==> src/rtl/obstacle_scan_logic_if.sv <==
// Bundle between the game engine and its producers/consumers.
// master: pipe/bird/control side; slave: obstacle_scan_logic.
interface obstacle_scan_logic_if #(
  parameter int NUM_PIPES = 4,
  parameter int COORD_W   = 10,
  parameter int SCORE_W   = 4
);
  localparam int IDX_W = (NUM_PIPES > 1) ? $clog2(NUM_PIPES) : 1;

  logic                          Start;
  logic                          Ack;
  logic                          Tick;
  logic [COORD_W-1:0]            Bird_X;
  logic [COORD_W-1:0]            Bird_Y;
  logic [NUM_PIPES*COORD_W-1:0]  Pipe_X;
  logic [NUM_PIPES*COORD_W-1:0]  Pipe_Gap_Y;
  logic                          Q_Initial;
  logic                          Q_Check;
  logic                          Q_Lose;
  logic                          Busy;
  logic [SCORE_W-1:0]            Score;
  logic [SCORE_W-1:0]            Best_Score;
  logic                          Score_Inc;
  logic [IDX_W-1:0]              Hit_Pipe;
  logic                          Hit_Floor;

  modport master (
    output Start, Ack, Tick, Bird_X, Bird_Y, Pipe_X, Pipe_Gap_Y,
    input  Q_Initial, Q_Check, Q_Lose, Busy, Score, Best_Score,
    input  Score_Inc, Hit_Pipe, Hit_Floor
  );

  modport slave (
    input  Start, Ack, Tick, Bird_X, Bird_Y, Pipe_X, Pipe_Gap_Y,
    output Q_Initial, Q_Check, Q_Lose, Busy, Score, Best_Score,
    output Score_Inc, Hit_Pipe, Hit_Floor
  );
endinterface

==> src/rtl/obstacle_scan_logic.sv <==
// Flappy game-state, collision and scoring engine; scans one pipe per clock.
// Ports: Clk, reset (async, high), bus (slave: controls, coords, state/score).
module obstacle_scan_logic #(
  parameter int NUM_PIPES = 4,
  parameter int COORD_W   = 10,
  parameter int PIPE_W    = 80,
  parameter int GAP_H     = 100,
  parameter int BIRD_W    = 16,
  parameter int BIRD_H    = 16,
  parameter int SCREEN_H  = 480,
  parameter int SCORE_W   = 4
) (
  input  logic                  Clk,
  input  logic                  reset,
  obstacle_scan_logic_if.slave  bus
);

  localparam int IDX_W = (NUM_PIPES > 1) ? $clog2(NUM_PIPES) : 1;
  localparam int CW1   = COORD_W + 1;

  typedef enum logic [1:0] {
    QINITIAL = 2'd0,
    QCHECK   = 2'd1,
    QLOSE    = 2'd2
  } state_t;

  state_t state;
  state_t state_nxt;

  logic                 busy;
  logic [IDX_W-1:0]     idx;
  logic [COORD_W-1:0]   bx_s;
  logic [COORD_W-1:0]   by_s;
  logic [NUM_PIPES-1:0] passed;
  logic [SCORE_W-1:0]   score;
  logic [SCORE_W-1:0]   best;
  logic                 score_inc;
  logic [IDX_W-1:0]     hit_pipe;
  logic                 hit_floor;

  logic [COORD_W-1:0] px_a [NUM_PIPES];
  logic [COORD_W-1:0] gy_a [NUM_PIPES];

  always_comb begin
    for (int k = 0; k < NUM_PIPES; k++) begin
      px_a[k] = bus.Pipe_X[k*COORD_W +: COORD_W];
      gy_a[k] = bus.Pipe_Gap_Y[k*COORD_W +: COORD_W];
    end
  end

  // All geometry at one extra bit so edge sums never wrap.
  logic [CW1-1:0] px, gy, bx, by;
  logic xov, out_gap, hit, pass, floor_hit;
  logic tick_go, scan_hit, last, lose_entry;

  assign px = {1'b0, px_a[idx]};
  assign gy = {1'b0, gy_a[idx]};
  assign bx = {1'b0, bx_s};
  assign by = {1'b0, by_s};

  assign xov = (bx + CW1'(BIRD_W) > px) &&
               (bx < px + CW1'(PIPE_W));
  assign out_gap = (by < gy) ||
                   (by + CW1'(BIRD_H) > gy + CW1'(GAP_H));
  assign hit  = xov && out_gap;
  assign pass = (px + CW1'(PIPE_W) <= bx);

  // Floor uses the live bird position on the Tick cycle.
  assign floor_hit = ({1'b0, bus.Bird_Y} + CW1'(BIRD_H))
                     >= CW1'(SCREEN_H);

  assign tick_go  = (state == QCHECK) && bus.Tick && !busy;
  assign scan_hit = (state == QCHECK) && busy && hit;
  assign last     = (idx == IDX_W'(NUM_PIPES - 1));

  always_ff @(posedge Clk or posedge reset) begin
    if (reset) state <= QINITIAL;
    else       state <= state_nxt;
  end

  always_comb begin
    state_nxt = state;
    case (state)
      QINITIAL: if (bus.Start) state_nxt = QCHECK;
      QCHECK: begin
        if (tick_go && floor_hit) state_nxt = QLOSE;
        else if (scan_hit)        state_nxt = QLOSE;
      end
      QLOSE:    if (bus.Ack) state_nxt = QINITIAL;
      default:  state_nxt = QINITIAL;
    endcase
  end

  logic q_init, q_check, q_lose;

  always_comb begin
    q_init  = 1'b0;
    q_check = 1'b0;
    q_lose  = 1'b0;
    case (state)
      QINITIAL: q_init  = 1'b1;
      QCHECK:   q_check = 1'b1;
      QLOSE:    q_lose  = 1'b1;
      default:  q_init  = 1'b0;
    endcase
  end

  assign lose_entry = (state == QCHECK) && (state_nxt == QLOSE);

  always_ff @(posedge Clk or posedge reset) begin
    if (reset) begin
      busy      <= 1'b0;
      idx       <= '0;
      bx_s      <= '0;
      by_s      <= '0;
      passed    <= '0;
      score     <= '0;
      best      <= '0;
      score_inc <= 1'b0;
      hit_pipe  <= '0;
      hit_floor <= 1'b0;
    end else begin
      score_inc <= 1'b0;
      if (state == QINITIAL && bus.Start) begin
        score     <= '0;
        passed    <= '0;
        hit_pipe  <= '0;
        hit_floor <= 1'b0;
      end
      if (state != QCHECK) begin
        busy <= 1'b0;
      end else if (tick_go) begin
        if (floor_hit) begin
          hit_floor <= 1'b1;
        end else begin
          busy <= 1'b1;
          idx  <= '0;
          bx_s <= bus.Bird_X;
          by_s <= bus.Bird_Y;
        end
      end else if (busy) begin
        if (hit) begin
          hit_pipe <= idx;
          busy     <= 1'b0;
        end else begin
          // A pipe that is no longer passed has been recycled right.
          if (pass) begin
            if (!passed[idx]) begin
              passed[idx] <= 1'b1;
              score_inc   <= 1'b1;
              if (score != '1) score <= score + 1'b1;
            end
          end else begin
            passed[idx] <= 1'b0;
          end
          if (last) busy <= 1'b0;
          else      idx  <= idx + 1'b1;
        end
      end
      if (lose_entry && score > best) best <= score;
    end
  end

  assign bus.Q_Initial  = q_init;
  assign bus.Q_Check    = q_check;
  assign bus.Q_Lose     = q_lose;
  assign bus.Busy       = busy;
  assign bus.Score      = score;
  assign bus.Best_Score = best;
  assign bus.Score_Inc  = score_inc;
  assign bus.Hit_Pipe   = hit_pipe;
  assign bus.Hit_Floor  = hit_floor;

endmodule
==> src/flat_wrapper.sv <==
// flat-port wrapper written by rule: the top's interface ports become plain ports
module obstacle_scan_logic_flat 
#(
  parameter int NUM_PIPES = 4,
  parameter int COORD_W   = 10,
  parameter int PIPE_W    = 80,
  parameter int GAP_H     = 100,
  parameter int BIRD_W    = 16,
  parameter int BIRD_H    = 16,
  parameter int SCREEN_H  = 480,
  parameter int SCORE_W   = 4
)
  (Clk, reset, bus_Start, bus_Ack, bus_Tick, bus_Bird_X, bus_Bird_Y, bus_Pipe_X, bus_Pipe_Gap_Y, bus_Q_Initial, bus_Q_Check, bus_Q_Lose, bus_Busy, bus_Score, bus_Best_Score, bus_Score_Inc, bus_Hit_Pipe, bus_Hit_Floor);
  obstacle_scan_logic_if #(.NUM_PIPES(NUM_PIPES), .COORD_W(COORD_W), .SCORE_W(SCORE_W)) bus_i ();
  input  logic Clk;
  input  logic reset;
  input wire logic [$bits(bus_i.Start)-1:0] bus_Start;
  input wire logic [$bits(bus_i.Ack)-1:0] bus_Ack;
  input wire logic [$bits(bus_i.Tick)-1:0] bus_Tick;
  input wire logic [$bits(bus_i.Bird_X)-1:0] bus_Bird_X;
  input wire logic [$bits(bus_i.Bird_Y)-1:0] bus_Bird_Y;
  input wire logic [$bits(bus_i.Pipe_X)-1:0] bus_Pipe_X;
  input wire logic [$bits(bus_i.Pipe_Gap_Y)-1:0] bus_Pipe_Gap_Y;
  output wire logic [$bits(bus_i.Q_Initial)-1:0] bus_Q_Initial;
  output wire logic [$bits(bus_i.Q_Check)-1:0] bus_Q_Check;
  output wire logic [$bits(bus_i.Q_Lose)-1:0] bus_Q_Lose;
  output wire logic [$bits(bus_i.Busy)-1:0] bus_Busy;
  output wire logic [$bits(bus_i.Score)-1:0] bus_Score;
  output wire logic [$bits(bus_i.Best_Score)-1:0] bus_Best_Score;
  output wire logic [$bits(bus_i.Score_Inc)-1:0] bus_Score_Inc;
  output wire logic [$bits(bus_i.Hit_Pipe)-1:0] bus_Hit_Pipe;
  output wire logic [$bits(bus_i.Hit_Floor)-1:0] bus_Hit_Floor;
  assign bus_i.Start = bus_Start;
  assign bus_i.Ack = bus_Ack;
  assign bus_i.Tick = bus_Tick;
  assign bus_i.Bird_X = bus_Bird_X;
  assign bus_i.Bird_Y = bus_Bird_Y;
  assign bus_i.Pipe_X = bus_Pipe_X;
  assign bus_i.Pipe_Gap_Y = bus_Pipe_Gap_Y;
  assign bus_Q_Initial = bus_i.Q_Initial;
  assign bus_Q_Check = bus_i.Q_Check;
  assign bus_Q_Lose = bus_i.Q_Lose;
  assign bus_Busy = bus_i.Busy;
  assign bus_Score = bus_i.Score;
  assign bus_Best_Score = bus_i.Best_Score;
  assign bus_Score_Inc = bus_i.Score_Inc;
  assign bus_Hit_Pipe = bus_i.Hit_Pipe;
  assign bus_Hit_Floor = bus_i.Hit_Floor;
  obstacle_scan_logic #(.NUM_PIPES(NUM_PIPES), .COORD_W(COORD_W), .PIPE_W(PIPE_W), .GAP_H(GAP_H), .BIRD_W(BIRD_W), .BIRD_H(BIRD_H), .SCREEN_H(SCREEN_H), .SCORE_W(SCORE_W)) u_core (.Clk(Clk), .reset(reset), .bus(bus_i));
endmodule
==> config.mk <==
export PLATFORM = sky130hd
export DESIGN_NAME = obstacle_scan_logic_flat
export DESIGN_NICKNAME = d
export VERILOG_FILES = /design/src/rtl/obstacle_scan_logic_if.sv /design/src/rtl/obstacle_scan_logic.sv /design/src/flat_wrapper.sv
export SDC_FILE = /design/constraint.sdc
export NUM_CORES = 1
export LEC_CHECK = 0
export ABC_AREA = 0
export ABC_CLOCK_PERIOD_IN_PS = 5500
export BUFFER_PORTS_ARGS = -buffer_cell sky130_fd_sc_hd__buf_2
export CORE_MARGIN = 2
export CORE_UTILIZATION = 40
export DETAILED_ROUTE_END_ITERATION = 16
export PLACE_DENSITY = 0.65
export SLEW_MARGIN = 20
export SYNTH_ARGS = -nofsm -noshare
export SYNTH_HDL_FRONTEND = slang
export SYNTH_SLANG_ARGS = --single-unit
==> constraint.sdc <==
create_clock -name Clk -period 5.5 [get_ports Clk]
set_input_delay 0.825 -clock Clk [delete_from_list [all_inputs] [get_ports Clk]]
set_output_delay 0.825 -clock Clk [all_outputs]
set_load 0.02 [all_outputs]
Yosys cells after proc, flatten, opt, wreduce, memory -nomap -nowiden. Index checks and enable logic that the tools add are counted. Widths: inputs -> output; s select.

Register bits after elaboration: 41. Bits in latches: 0. RAM bits: 0. Memory bits (read-only): 0. Input port bits: 105. Output and inout port bits: 16. Memories: 0.

Add/subtract/negate cells: 7. Multipliers: 0. Div/mod/pow operators: 0. $lt $le $gt $ge: 10. Eq/ne operators: 10. Shift-type cells: 0. Mux-type cells: 59. Bitwise gates (word level): 6. Reduce and logical (&&, ||, !) cells: 17.

Operators with widths (number): $mux 4 (15); $bmux 10 s2 (2); $mux 10 (4); $add 10x5->11 const B (3); $mux 2 (14); $add 10x7->11 const B (2); $mux 1 (21); $ge 11x9->1 const B (1); $gt 11x10->1 (1); $gt 11x11->1 (1); $le 11x10->1 (1); $logic_and 1x1->1 (11); $lt 10x11->1 (1); $lt 10x10->1 (1); $eq 2x2->1 const B (3); $pmux 2 s3 (1); $reduce_and 5->1 (1); $add 4x1->4 const B (1); $and 4x4->4 (1); $gt 4x4->1 (1); $ne 2x1->1 const B (2); $ne 2x2->1 const B (2); $ne 4x4->1 const B (1); $not 4->4 (1); 16 further kinds (17).

Logic depth before layout (Yosys ltp). Gate-level depths: netlist of the first run.

Word-level depth: 15. Gate-level depth with buffers: 17. Mapped depth without buffers: 14.

Worst setup path after synthesis of the first run. Ideal clock, no wire load.

Path type: input to register. From: in bus_Pipe_Gap_Y[12]. To: reg u_core.idx[1]. Library setup time: 0.125 ns. Arrival time: 3.713 ns. Setup slack: 1.662 ns. Stages: 14. Buffers on the path: 0. Cells stage by stage: mux4_1 ha_1 a21oi_1 nand2_1 nand2_1 xnor2_1 ha_1 a21oi_1 o21ai_0 nor3_1 a211oi_1 o211a_2 or3_4 mux2_4.

Cells in the longest elaborated chain, start to end: 9. Elaborated cells between the ends (all ways): 10. Those cells by class: 1 x add/sub; 2 x order compare; 1 x eq/ne; 3 x mux; 3 x reduce/logical.

RTL lines: start, declared (RTL line flat_wrapper.sv:23) `input wire logic [$bits(bus_i.Pipe_Gap_Y)-1:0] bus_Pipe_Gap_Y;`; $bmux 10 s2 (*) (RTL line obstacle_scan_logic.sv:57) `assign gy = {1'b0, gy_a[idx]};`; $mux 10 (implied by the code) (*) (2 in a row) (RTL line obstacle_scan_logic.sv:57); $add 10x7->11 (RTL line obstacle_scan_logic.sv:64) `(by + CW1'(BIRD_H) > gy + CW1'(GAP_H));`; $gt 11x11->1 (RTL line obstacle_scan_logic.sv:64); $logic_or 1x1->1 (*) (RTL line obstacle_scan_logic.sv:63) `assign out_gap = (by < gy) ||`; $logic_and 1x1->1 (*) (RTL line obstacle_scan_logic.sv:65) `assign hit = xov && out_gap;`; $ne 2x2->1 (no source line) (*); $reduce_and 5->1 (no source line) (*); end signal, assigned (RTL line obstacle_scan_logic.sv:157) `else idx <= idx + 1'b1;`; end, declared (RTL line obstacle_scan_logic.sv:31) `logic [IDX_W-1:0] idx;`.

Every way passes the cells marked *; elsewhere a longest branch is shown, timed or not. The select of a mux whose other input is x is not followed. A chain may end at the register's enable or synchronous reset.

Worst setup path in the final report of the first run.
From: reg u_core.idx[0]. To: reg u_core.passed[1].

Cells in the longest elaborated chain, start to end: 12. Elaborated cells between the ends (all ways): 33. Those cells by class: 2 x add/sub; 7 x order compare; 16 x mux; 4 x bitwise; 4 x reduce/logical.

RTL lines: $not 2->3 (implied by the code) (RTL line obstacle_scan_logic.sv:56, obstacle_scan_logic.sv:57); $bmux 10 s2, on equally long branches (RTL line obstacle_scan_logic.sv:56, obstacle_scan_logic.sv:57); $mux 10, on equally long branches (2 in a row) (RTL line obstacle_scan_logic.sv:56, obstacle_scan_logic.sv:57); $add 10x7->11, on equally long branches (RTL line obstacle_scan_logic.sv:62, obstacle_scan_logic.sv:66, obstacle_scan_logic.sv:64); $lt 10x11->1 / $gt 11x11->1 (equally long branches) (RTL line obstacle_scan_logic.sv:62, obstacle_scan_logic.sv:64); $logic_and 1x1->1 / $logic_or 1x1->1 (equally long branches) (RTL line obstacle_scan_logic.sv:61, obstacle_scan_logic.sv:63); $logic_and 1x1->1 (RTL line obstacle_scan_logic.sv:65); $mux 4 (*) (RTL line obstacle_scan_logic.sv:142) `if (hit) begin`; $mux 4 (*) (RTL line obstacle_scan_logic.sv:141) `end else if (busy) begin`; $mux 4 (*) (RTL line obstacle_scan_logic.sv:132) `end else if (tick_go) begin`; $mux 4 (*) (RTL line obstacle_scan_logic.sv:130) `if (state != QCHECK) begin`; end signal, assigned (RTL line obstacle_scan_logic.sv:126) `passed <= '0;`; end signal, assigned by index (RTL line obstacle_scan_logic.sv:149) `passed[idx] <= 1'b1;`; end signal, assigned by index (RTL line obstacle_scan_logic.sv:154) `passed[idx] <= 1'b0;`; end, declared (RTL line obstacle_scan_logic.sv:34) `logic [NUM_PIPES-1:0] passed;`.

Marked as above.

==> results of run 1 <==
==> through the flow <==
stage          util [%]  hold WS, ns  cells  total power (uW)
2_1_floorplan         -        0.487    381              1670
3_3_place_gp       49.0        0.457    623              1960
3_5_place_dp       49.0        0.465    623              2010
4_1_cts            50.0        0.485    631              2220
5_1_grt            50.0        0.501    631              2430
6_report           50.0        0.483    631              2210
==> Yosys cell counts (all sizes together), types with 3 or more instances <==
| cell | number |
|---|---|
| a31oi | 3 |
| nand4 | 6 |
| and3 | 10 |
| nor4 | 3 |
| clkbuf | 4 |
| a21oi | 15 |
| a32oi | 4 |
| ha | 50 |
| nor2b | 10 |
| o211ai | 6 |
| dfrtp | 41 |
| mux2 | 17 |
| a211oi | 4 |
| xor2 | 3 |
| nor3 | 5 |
| mux4 | 21 |
| nor2 | 16 |
| nand3 | 15 |
| nand2b | 4 |
| inv | 36 |
| buf | 7 |
| a211o | 3 |
| a21o | 3 |
| xnor2 | 15 |
| o21ai | 23 |
| nand2 | 29 |
==> power groups by stage <==
stage / sequential, uW / combinational, uW / clock [uW]
floorplan: 506 / 1160 / 0
global placement: 554 / 1400 / 0
detailed placement: 560 / 1450 / 0
CTS: 555 / 1460 / 208
global route: 574 / 1640 / 219
finish: 552 / 1450 / 201
==> worst register-to-register path, cell delays in order (launching register included) <==
cell,delay [ns]
dfrtp_1,0.87
mux4_1,0.47
inv_1,0.08
nor3_1,0.32
nor3_1,0.12
or3_1,0.34
xnor2_1,0.15
ha_1,0.31
nand2_1,0.05
o21ai_0,0.25
nor3_1,0.09
a211oi_1,0.45
o211ai_2,0.40
and3_2,0.38
a21oi_1,0.14
==> state kept, by name (all words and copies together), names as in the netlist <==
register,flops
u_core.by_s,10
u_core.bx_s,10
u_core.bus.Hit_Pipe,2
u_core.bus.Score_Inc,1
u_core.idx,2
u_core.state,2
u_core.bus.Busy,1
u_core.passed,4
u_core.bus.Score,4
u_core.bus.Hit_Floor,1
u_core.bus.Best_Score,4
==> cell families after synthesis <==
group | share of synthesized area [%]
and+or+nand+nor | 16.0
adders and majority gates | 16.3
buffers and inverters | 5.51
xor gates and xnor gates | 4.11
DFF | 26.8
muxes | 18.4
AOI/OAI and AO/OA | 12.9
==> worst min-delay path by stage <==
stage                     depth (start not counted)            startpoint                   end  slack, ns
after CTS                                         1  u_core.bus.Hit_Floor  u_core.bus.Hit_Floor       0.49
after floorplan                                   1        u_core.bx_s[1]        u_core.bx_s[1]       0.49
after global routing                              1  u_core.bus.Hit_Floor  u_core.bus.Hit_Floor       0.50
after detailed placement                          1  u_core.bus.Hit_Floor  u_core.bus.Hit_Floor       0.46
after global placement                            1  u_core.bus.Hit_Floor  u_core.bus.Hit_Floor       0.46
final                                             1  u_core.bus.Hit_Floor  u_core.bus.Hit_Floor       0.48
==> layer usage <==
metal	wire [um]	vias up	share of wire (%)	track usage, %
met4	150	0	1.5	5.44
li1	-	1671	-	-
met1	4170	1656	42	24.1
met3	491	13	5.0	3.01
met2	5020	105	51	34.7
met5	0	-	0	0
==> cell type report <==
| class | instances | area [um2] | area share, % |
|---|---|---|---|
| inverter | 36 | 135 | 2.91 |
| tap | 129 | 161 | 3.47 |
| multi-input combinational | 293 | 2610 | 56.1 |
| clock buffer | 6 | 72.6 | 1.56 |
| sequential | 41 | 1030 | 22.1 |
| timing repair buffer | 124 | 631 | 13.6 |
| clock inverter | 2 | 15.0 | 0.323 |
==> cell usage in the layout (no fill, tap or decap), types with 3 or more instances in the layout <==
master and n:
nor2_1 15, nor3_1 5, nand2_1 29, buf_4 4, xor2_1 3, nand4_1 5, inv_1 36, xnor2_1 15
mux4_2 16, a211oi_1 4, dfrtp_1 41, ha_1 50, a31oi_1 3, o211ai_1 5, and3_1 8, nand2b_1 4
nand3_1 15, nor2b_1 10, buf_2 120, a32oi_1 4, mux2_2 16, a21oi_1 15, a21o_1 3, o21ai_0 22
clkbuf_8 5, mux4_1 5
==> results.json, run 1 <==
{
  "worstSetupEndpointType": "register",
  "vdd_ir_drop_max_uv": 173,
  "synth-main-ff-cell": "dfrtp_1",
  "setup_viol": 0,
  "ys_ff_latch": 41,
  "clk_pin_slew_ns": 0.08,
  "postCtsSetupBuffers": 0,
  "syn-instance-count": 381,
  "final.period_utilization_pct": 81.6,
  "grt_max_degree": 42,
  "overflow": 0,
  "worstReg2RegStart": "u_core.idx[0]",
  "critPathMaxStageDelay_ns": 0.87,
  "power_density_nw_per_um2": 475,
  "timing.rr.end": "u_core.passed[1]",
  "antenna_cells": 0,
  "ys_async_sr_fraction_pct": 100,
  "pwr-share-seq_pct": 25.0,
  "fin_setup_tns_ns": 0,
  "gp_congestion": 0.899,
  "dpl-instance-area_um2": 4550,
  "ios": 121,
  "dpl.hpwl_um": 8000,
  "postRouteAntennaNets": 0,
  "switchingPower_uw": 1040,
  "finClkSkew_ns": 0.00580,
  "fin_crit_ns": 4.49,
  "relSlewSlack_pct": 38.6,
  "hold_violations": 0,
  "worstPathMaxFanout": 18,
  "wl_per_cell_um": 15.6,
  "design.die.area_um2": 10400,
  "cts_tree": "built",
  "drt_iter0_drc": 90,
  "synth_fp_nets": 536,
  "coreArea_um2": 9280,
  "drcViolationCount": 0,
  "yosysUniqueCellTypes": 61,
  "r2r_cells": 14,
  "power.internal_uw": 1170,
  "die_x_um": 102,
  "synth_area_leaders": "dfrtp_1, ha_1, mux4_2, mux2_2, inv_1",
  "io_buffers": 120,
  "r2r_slack_ns": 1.01,
  "path_cells": "mux4_1, inv_1, nor3_1, nor3_1, or3_1, xnor2_1, ha_1, nand2_1, o21ai_0, nor3_1, a211oi_1, o211ai_2, and3_2, a21oi_1",
  "grt_antenna_before_repair": 0,
  "critPathMostFrequentCell": "nor3_1",
  "start_util_pct": 41.3,
  "synth_top_area_share_pct": 26.8,
  "p_leak_uw": 0.00229,
  "rsz0062_at_grt": "false",
  "viasPerCell": 5.46,
  "rows": 35,
  "ctsRootBufferMaster": "clkbuf_8",
  "cp_data_arrival_time_ns": 4.71,
  "flow.area_growth_from_synthesis_pct": 21.1,
  "synth_edf_count": 0,
  "pre_cts_ws_ns": 1.01,
  "synth_area_um2": 3830,
  "dr_total_vias": 3445,
  "drt_first_pass_iters": 7,
  "clkLatencyLatePin_ns": 0.30,
  "numCtsBuffers": 5,
  "ctsResizeCount": 0,
  "yosysTopAreaCell": "dfrtp_1",
  "max-clock-path-buffers": 2,
  "wirelength_um": 9830,
  "setup_slack_ns": 1.01,
  "cts_sinks": 41,
  "fin_nets": 656,
  "yosysWarningCount": 0,
  "pwr-share-comb_pct": 65.9,
  "start_kind": "register",
  "cts_hold_buf": 0,
  "grt_pass1_wl_um": 16000,
  "drive_gt1_share_pct": 34.9,
  "die_h_um": 102,
  "yosysSeqAreaShare_pct": 26.8,
  "crit_buf_inv": 1,
  "crit_start": "u_core.idx[0]",
  "maxSlewViolCount": 0,
  "crit_type": "register to register",
  "avgSynthCellArea_um2": 10.1,
  "worst-path-stages": 14,
  "max_freq_mhz": 223,
  "drv_cap": 0,
  "critPathTopFamily": "simple AND/OR/NAND/NOR gates",
  "swShare_pct": 46.9,
  "worstPathRequired_ns": 5.72,
  "hold_class": "register to register",
  "cpMaxStageDelayCell": "dfrtp_1",
  "track_usage_pct": 19.4,
  "stdcell_area_um2": 4650,
  "grt_pass1_vias": 3388,
  "status": "complete, no violations",
  "nFillCells": 927,
  "htreeDepth": 2,
  "tightest_slew_ns": 0.921,
  "crit_path_end": "u_core.passed[1]",
  "p_clk_share_pct": 9.1
}
Note: power is estimated with default switching activity, not from simulation.
==> run 2: changes to the inputs <==
--- a/config.mk
+++ b/config.mk
@@ -6,12 +6,12 @@
 export NUM_CORES = 1
 export LEC_CHECK = 0
 export ABC_AREA = 0
-export ABC_CLOCK_PERIOD_IN_PS = 5500
+export ABC_CLOCK_PERIOD_IN_PS = 4100
 export BUFFER_PORTS_ARGS = -buffer_cell sky130_fd_sc_hd__buf_2
 export CORE_MARGIN = 2
 export CORE_UTILIZATION = 40
 export DETAILED_ROUTE_END_ITERATION = 16
-export PLACE_DENSITY = 0.65
+export PLACE_DENSITY = 0.68
 export SLEW_MARGIN = 20
 export SYNTH_ARGS = -nofsm -noshare
 export SYNTH_HDL_FRONTEND = slang
==> constraint.sdc (replaced) <==
create_clock -name Clk -period 4.1 [get_ports Clk]
set_input_delay 0.615 -clock Clk [delete_from_list [all_inputs] [get_ports Clk]]
set_output_delay 0.615 -clock Clk [all_outputs]
set_load 0.02 [all_outputs]
==> run 2 against run 1 <==
Effect of this change:
- sequential share of layout area down 0.46 points
- non-clock buffer count up 8
- via count down 0.46%
- routed wire length up 2.8%
- highest routed layer unchanged
- critical endpoint is now u_core.idx[1]
==> results.json, run 2 (synthesis results as in run 1) <==
{
  "drcViolationCount": 0,
  "drive_gt1_share_pct": 36.5,
  "grt_max_degree": 42,
  "cts_hold_buf": 0,
  "maxSlewViolCount": 0,
  "fin_crit_ns": 3.97,
  "relSlewSlack_pct": 39.8,
  "crit_start": "u_core.idx[0]",
  "critPathMostFrequentCell": "nor3_1",
  "worstPathMaxFanout": 10,
  "ios": 121,
  "clkLatencyLatePin_ns": 0.30,
  "coreArea_um2": 9280,
  "final.period_utilization_pct": 96.8,
  "cpMaxStageDelayCell": "dfrtp_2",
  "cts_tree": "built",
  "worstPathRequired_ns": 4.30,
  "wirelength_um": 10100,
  "largestRegisters": "u_core.bx_s (10), u_core.by_s (10)",
  "overflow": 0,
  "grt_antenna_before_repair": 0,
  "fin_nets": 664,
  "cp_data_arrival_time_ns": 4.17,
  "antenna_cells": 0,
  "viasPerCell": 5.37,
  "grt_pass1_vias": 3341,
  "p_total_uw": 3170,
  "critPathMaxStageDelay_ns": 0.49,
  "power_density_nw_per_um2": 667,
  "track_usage_pct": 19.2,
  "finClkSkew_ns": 0.00686,
  "crit_buf_inv": 2,
  "p_leak_uw": 0.00235,
  "vdd_ir_drop_max_uv": 293,
  "regArea_um2": 1030,
  "die_x_um": 102,
  "clk_pin_slew_ns": 0.09,
  "cts_sinks": 41,
  "nFillCells": 895,
  "start_kind": "register",
  "layout_commonest_cell": "buf_2",
  "max_freq_mhz": 252,
  "ctsRootBufferMaster": "clkbuf_8",
  "rows": 35,
  "hold_class": "input port to asynchronous set/reset pin",
  "htreeDepth": 2,
  "io_buffers": 120,
  "wl_per_cell_um": 15.8,
  "drt_first_pass_iters": 4,
  "finish.utilization_pct": 51.2,
  "max-clock-path-buffers": 2,
  "hold_violations": 0,
  "multi_input_comb_area_um2": 2610,
  "numCtsBuffers": 5,
  "dpl.hpwl_um": 8250,
  "layout_common_cells": "buf_2, ha_1, dfrtp_1, inv_1, nand2_1",
  "flow.area_growth_from_synthesis_pct": 23.9,
  "start_util_pct": 41.3,
  "worstSetupEndpointType": "register",
  "crit_type": "register to register",
  "tightest_slew_ns": 0.898,
  "critPathTopFamily": "simple AND/OR/NAND/NOR gates",
  "design.die.area_um2": 10400,
  "postRouteAntennaNets": 0,
  "status": "complete, no violations",
  "worstReg2RegStart": "u_core.idx[0]",
  "die_h_um": 102,
  "grt_pass1_wl_um": 15700,
  "gp_congestion": 0.888,
  "setup_viol": 0,
  "drt_iter0_drc": 110,
  "dr_total_vias": 3429,
  "path_cells": "buf_12, mux4_2, inv_1, nor3_1, nor3_1, or3_1, xnor2_1, ha_1, nand2_1, o21ai_1, nor3_1, a211oi_2, o211a_2, or3_4, mux2_4",
  "drv_cap": 0
}
[run 2: cell types whose count changed in the layout (fill, tap and decap cells not counted), sizes merged]
cell / before / now
clkinv: 0 / 1
clkinvlp: 2 / 0
buf: 124 / 132
bufinv: 0 / 1
[run 2: through the flow]
step	TNS, ns	instance area, um2	worst slack [ns]	hold WS, ns	std cells
global route	-0.118	4750	-0.0496	0.489	639
global placement	0	4610	0.150	0.472	629
detailed placement	0	4610	0.0718	0.481	629
CTS	0	4720	0.0562	0.463	637
finish	0	4750	0.132	0.433	639
floorplan	0	3830	0.381	0.487	381
[run 2: worst min-delay path: stages]
cell	delay (ns)
buf_2	0.10
inv_1	0.04
buf_4	0.45
[run 2: repair_timing]
item,in CTS,in global routing
setup endpoints to repair,0,19
resized for setup,0,4
setup buffers,0,2
[run 2: final cells by class]
class / count / share of cell area [%]
clock buffers: 6 / 1.53
clock inverters: 2 / 0.817
inverters: 36 / 2.85
multi-input cells: 293 / 55.0
flip-flops and latches: 41 / 21.6
well taps: 129 / 3.40
repair buffers: 132 / 14.8
[run 2: per-layer routing]
| layer | up-vias | global-route usage [%] | part of all wire [%] |
|---|---|---|---|
| met3 | 7 | 2.74 | 4.5 |
| met5 | - | 0 | 0 |
| met2 | 82 | 36.1 | 53 |
| met4 | 0 | 3.59 | 0.79 |
| met1 | 1663 | 23.4 | 41 |
| li1 | 1677 | - | - |
[run 2: power by group]
group          internal [uW]  switching [uW]  total [uW]
Combinational            991            1130        2120
Clock                    183             154         337
Sequential               548             168         716
[run 2: worst paths after layout]
kind	endpoint	slack, ns	cells past startpoint
min reg2reg	u_core.bus.Hit_Floor	0.50	1
max in group asynchronous	u_core.idx[0]	3.25	3
max reg2reg	u_core.idx[1]	0.13	15
min in group Clk	u_core.state[1]	0.50	2
min	u_core.bus.Hit_Floor	0.43	3
max	u_core.idx[1]	0.13	15
==> run 3: changes to the inputs <==
--- a/config.mk
+++ b/config.mk
@@ -8,10 +8,12 @@
 export ABC_AREA = 0
 export ABC_CLOCK_PERIOD_IN_PS = 4100
 export BUFFER_PORTS_ARGS = -buffer_cell sky130_fd_sc_hd__buf_2
+export CELL_PAD_IN_SITES_DETAIL_PLACEMENT = 0
+export CELL_PAD_IN_SITES_GLOBAL_PLACEMENT = 1
 export CORE_MARGIN = 2
-export CORE_UTILIZATION = 40
+export CORE_UTILIZATION = 36
 export DETAILED_ROUTE_END_ITERATION = 16
-export PLACE_DENSITY = 0.68
+export PLACE_DENSITY_LB_ADDON = 0.1
 export SLEW_MARGIN = 20
 export SYNTH_ARGS = -nofsm -noshare
 export SYNTH_HDL_FRONTEND = slang
==> run 3 against run 2 <==
Effect of this change:
- die area up 11%
- critical path depth is 2 lower
- utilization down 5.1 points
- critical endpoint unchanged
==> results.json, run 3 (synthesis results as in run 1) <==
{
  "largestRegisters": "u_core.bx_s (10), u_core.by_s (10)",
  "io_buffers": 120,
  "finish.utilization_pct": 46.1,
  "max-clock-path-buffers": 2,
  "drive_gt1_share_pct": 37.8,
  "cts_sinks": 41,
  "drt_iter0_drc": 123,
  "design.die.area_um2": 11500,
  "dr_total_vias": 3410,
  "crit_type": "register to register",
  "setup_viol": 0,
  "tightest_slew_ns": 0.949,
  "die_x_um": 107,
  "max_freq_mhz": 257,
  "maxSlewViolCount": 0,
  "postRouteAntennaNets": 0,
  "fin_nets": 665,
  "hold_violations": 0,
  "rsz0062_at_grt": "false",
  "viasPerCell": 5.27,
  "htreeDepth": 2,
  "cp_data_arrival_time_ns": 4.08,
  "cts_hold_buf": 0,
  "wl_per_cell_um": 16.1,
  "drv_cap": 0,
  "start_kind": "register",
  "grt_max_degree": 42,
  "drt_first_pass_iters": 4,
  "ctsRootBufferMaster": "clkbuf_8",
  "final.period_utilization_pct": 95.0,
  "coreArea_um2": 10300,
  "start_util_pct": 37.1,
  "ios": 121,
  "hold_ws_ns": 0.446,
  "p_total_uw": 3140,
  "relSlewSlack_pct": 35.9,
  "grt_antenna_before_repair": 0,
  "layout_common_cells": "buf_2, ha_1, dfrtp_1, inv_1, nand2_1",
  "status": "complete, no violations",
  "overflow": 0,
  "numCtsBuffers": 5,
  "finClkSkew_ns": 0.0133,
  "grt_pass1_wl_um": 16800,
  "power_density_nw_per_um2": 660,
  "worstReg2RegStart": "u_core.idx[0]",
  "cts_tree": "built",
  "clkLatencyLatePin_ns": 0.30,
  "track_usage_pct": 18.4,
  "vdd_ir_drop_max_uv": 255,
  "flow.area_growth_from_synthesis_pct": 24.1,
  "gp_congestion": 0.833,
  "p_leak_uw": 0.00235,
  "rows": 37,
  "fin_setup_tns_ns": 0,
  "worstPathMaxFanout": 6,
  "antenna_cells": 0,
  "crit_start": "u_core.idx[0]",
  "worstSetupEndpointType": "register",
  "fin_crit_ns": 3.90,
  "clk_pin_slew_ns": 0.08,
  "worstPathRequired_ns": 4.29,
  "grt_pass1_vias": 3443,
  "die_h_um": 107,
  "hold_class": "input port to asynchronous set/reset pin",
  "layout_commonest_cell": "buf_2",
  "drcViolationCount": 0,
  "wirelength_um": 10400,
  "dpl.hpwl_um": 8400
}
run 3: final cells by class:
| class | instances | area [um2] |
|---|---|---|
| multi-input cells | 293 | 2640 |
| clock buffers | 5 | 68.8 |
| clock inverters | 3 | 17.5 |
| fillers | 1035 | 5560 |
| repair buffers | 133 | 698 |
| inverters | 36 | 135 |
| flip-flops and latches | 41 | 1030 |
| well taps | 136 | 170 |
run 3: through the flow:
| stage | cells | worst slack, ns | cell area, um2 |
|---|---|---|---|
| after floorplan | 381 | 0.381 | 3830 |
| after global placement | 638 | 0.0976 | 4620 |
| after detailed placement | 638 | -0.0375 | 4620 |
| after CTS | 646 | 0.0325 | 4710 |
| after global routing | 647 | 0.0138 | 4760 |
| final | 647 | 0.205 | 4760 |
run 3: timing repair:
item	in CTS	in global routing
endpoints found under the hold margin	0	0
setup endpoints to repair	2	19
pin swaps	0	1
buffers inserted	0	1
resized for setup	1	8
run 3: power by group:
part | internal [uW] | switching, uW | leakage (uW)
Clock | 118 | 151 | 0.0000439
Combinational | 997 | 1170 | 0.00180
Sequential | 548 | 158 | 0.000502
Total | 1660 | 1480 | 0.00235
run 3: path summary, 6_finish.rpt:
| kind | slack (ns) | cells after the start | end |
|---|---|---|---|
| worst max-delay path | 0.20 | 13 | u_core.idx[1] |
| worst min-delay path | 0.45 | 3 | u_core.by_s[2] |
| worst max register to register | 0.20 | 13 | u_core.idx[1] |
| worst min register to register | 0.50 | 1 | u_core.bus.Hit_Floor |
| max in group asynchronous | 3.24 | 3 | u_core.idx[0] |
| min in group Clk | 0.50 | 1 | u_core.bus.Hit_Floor |
run 3: worst max-delay path: stages, from the launching register on:
cell	delay [ns]
dfrtp_2	0.44
buf_4	0.15
buf_4	0.17
mux4_2	0.57
nor3_1	0.31
or3_1	0.17
xnor2_1	0.07
ha_1	0.30
nand4_1	0.13
nor4_1	0.39
a211oi_2	0.10
o211a_2	0.32
or3_4	0.36
mux2_4	0.30
run 3: per-layer routing:
metal	global-route usage [%]	vias to the layer above	part of all wire, %
li1	-	1679	-
met1	25.1	1629	47
met2	31.3	94	46
met3	2.67	8	5.5
met4	3.43	0	1.1
met5	0	-	0
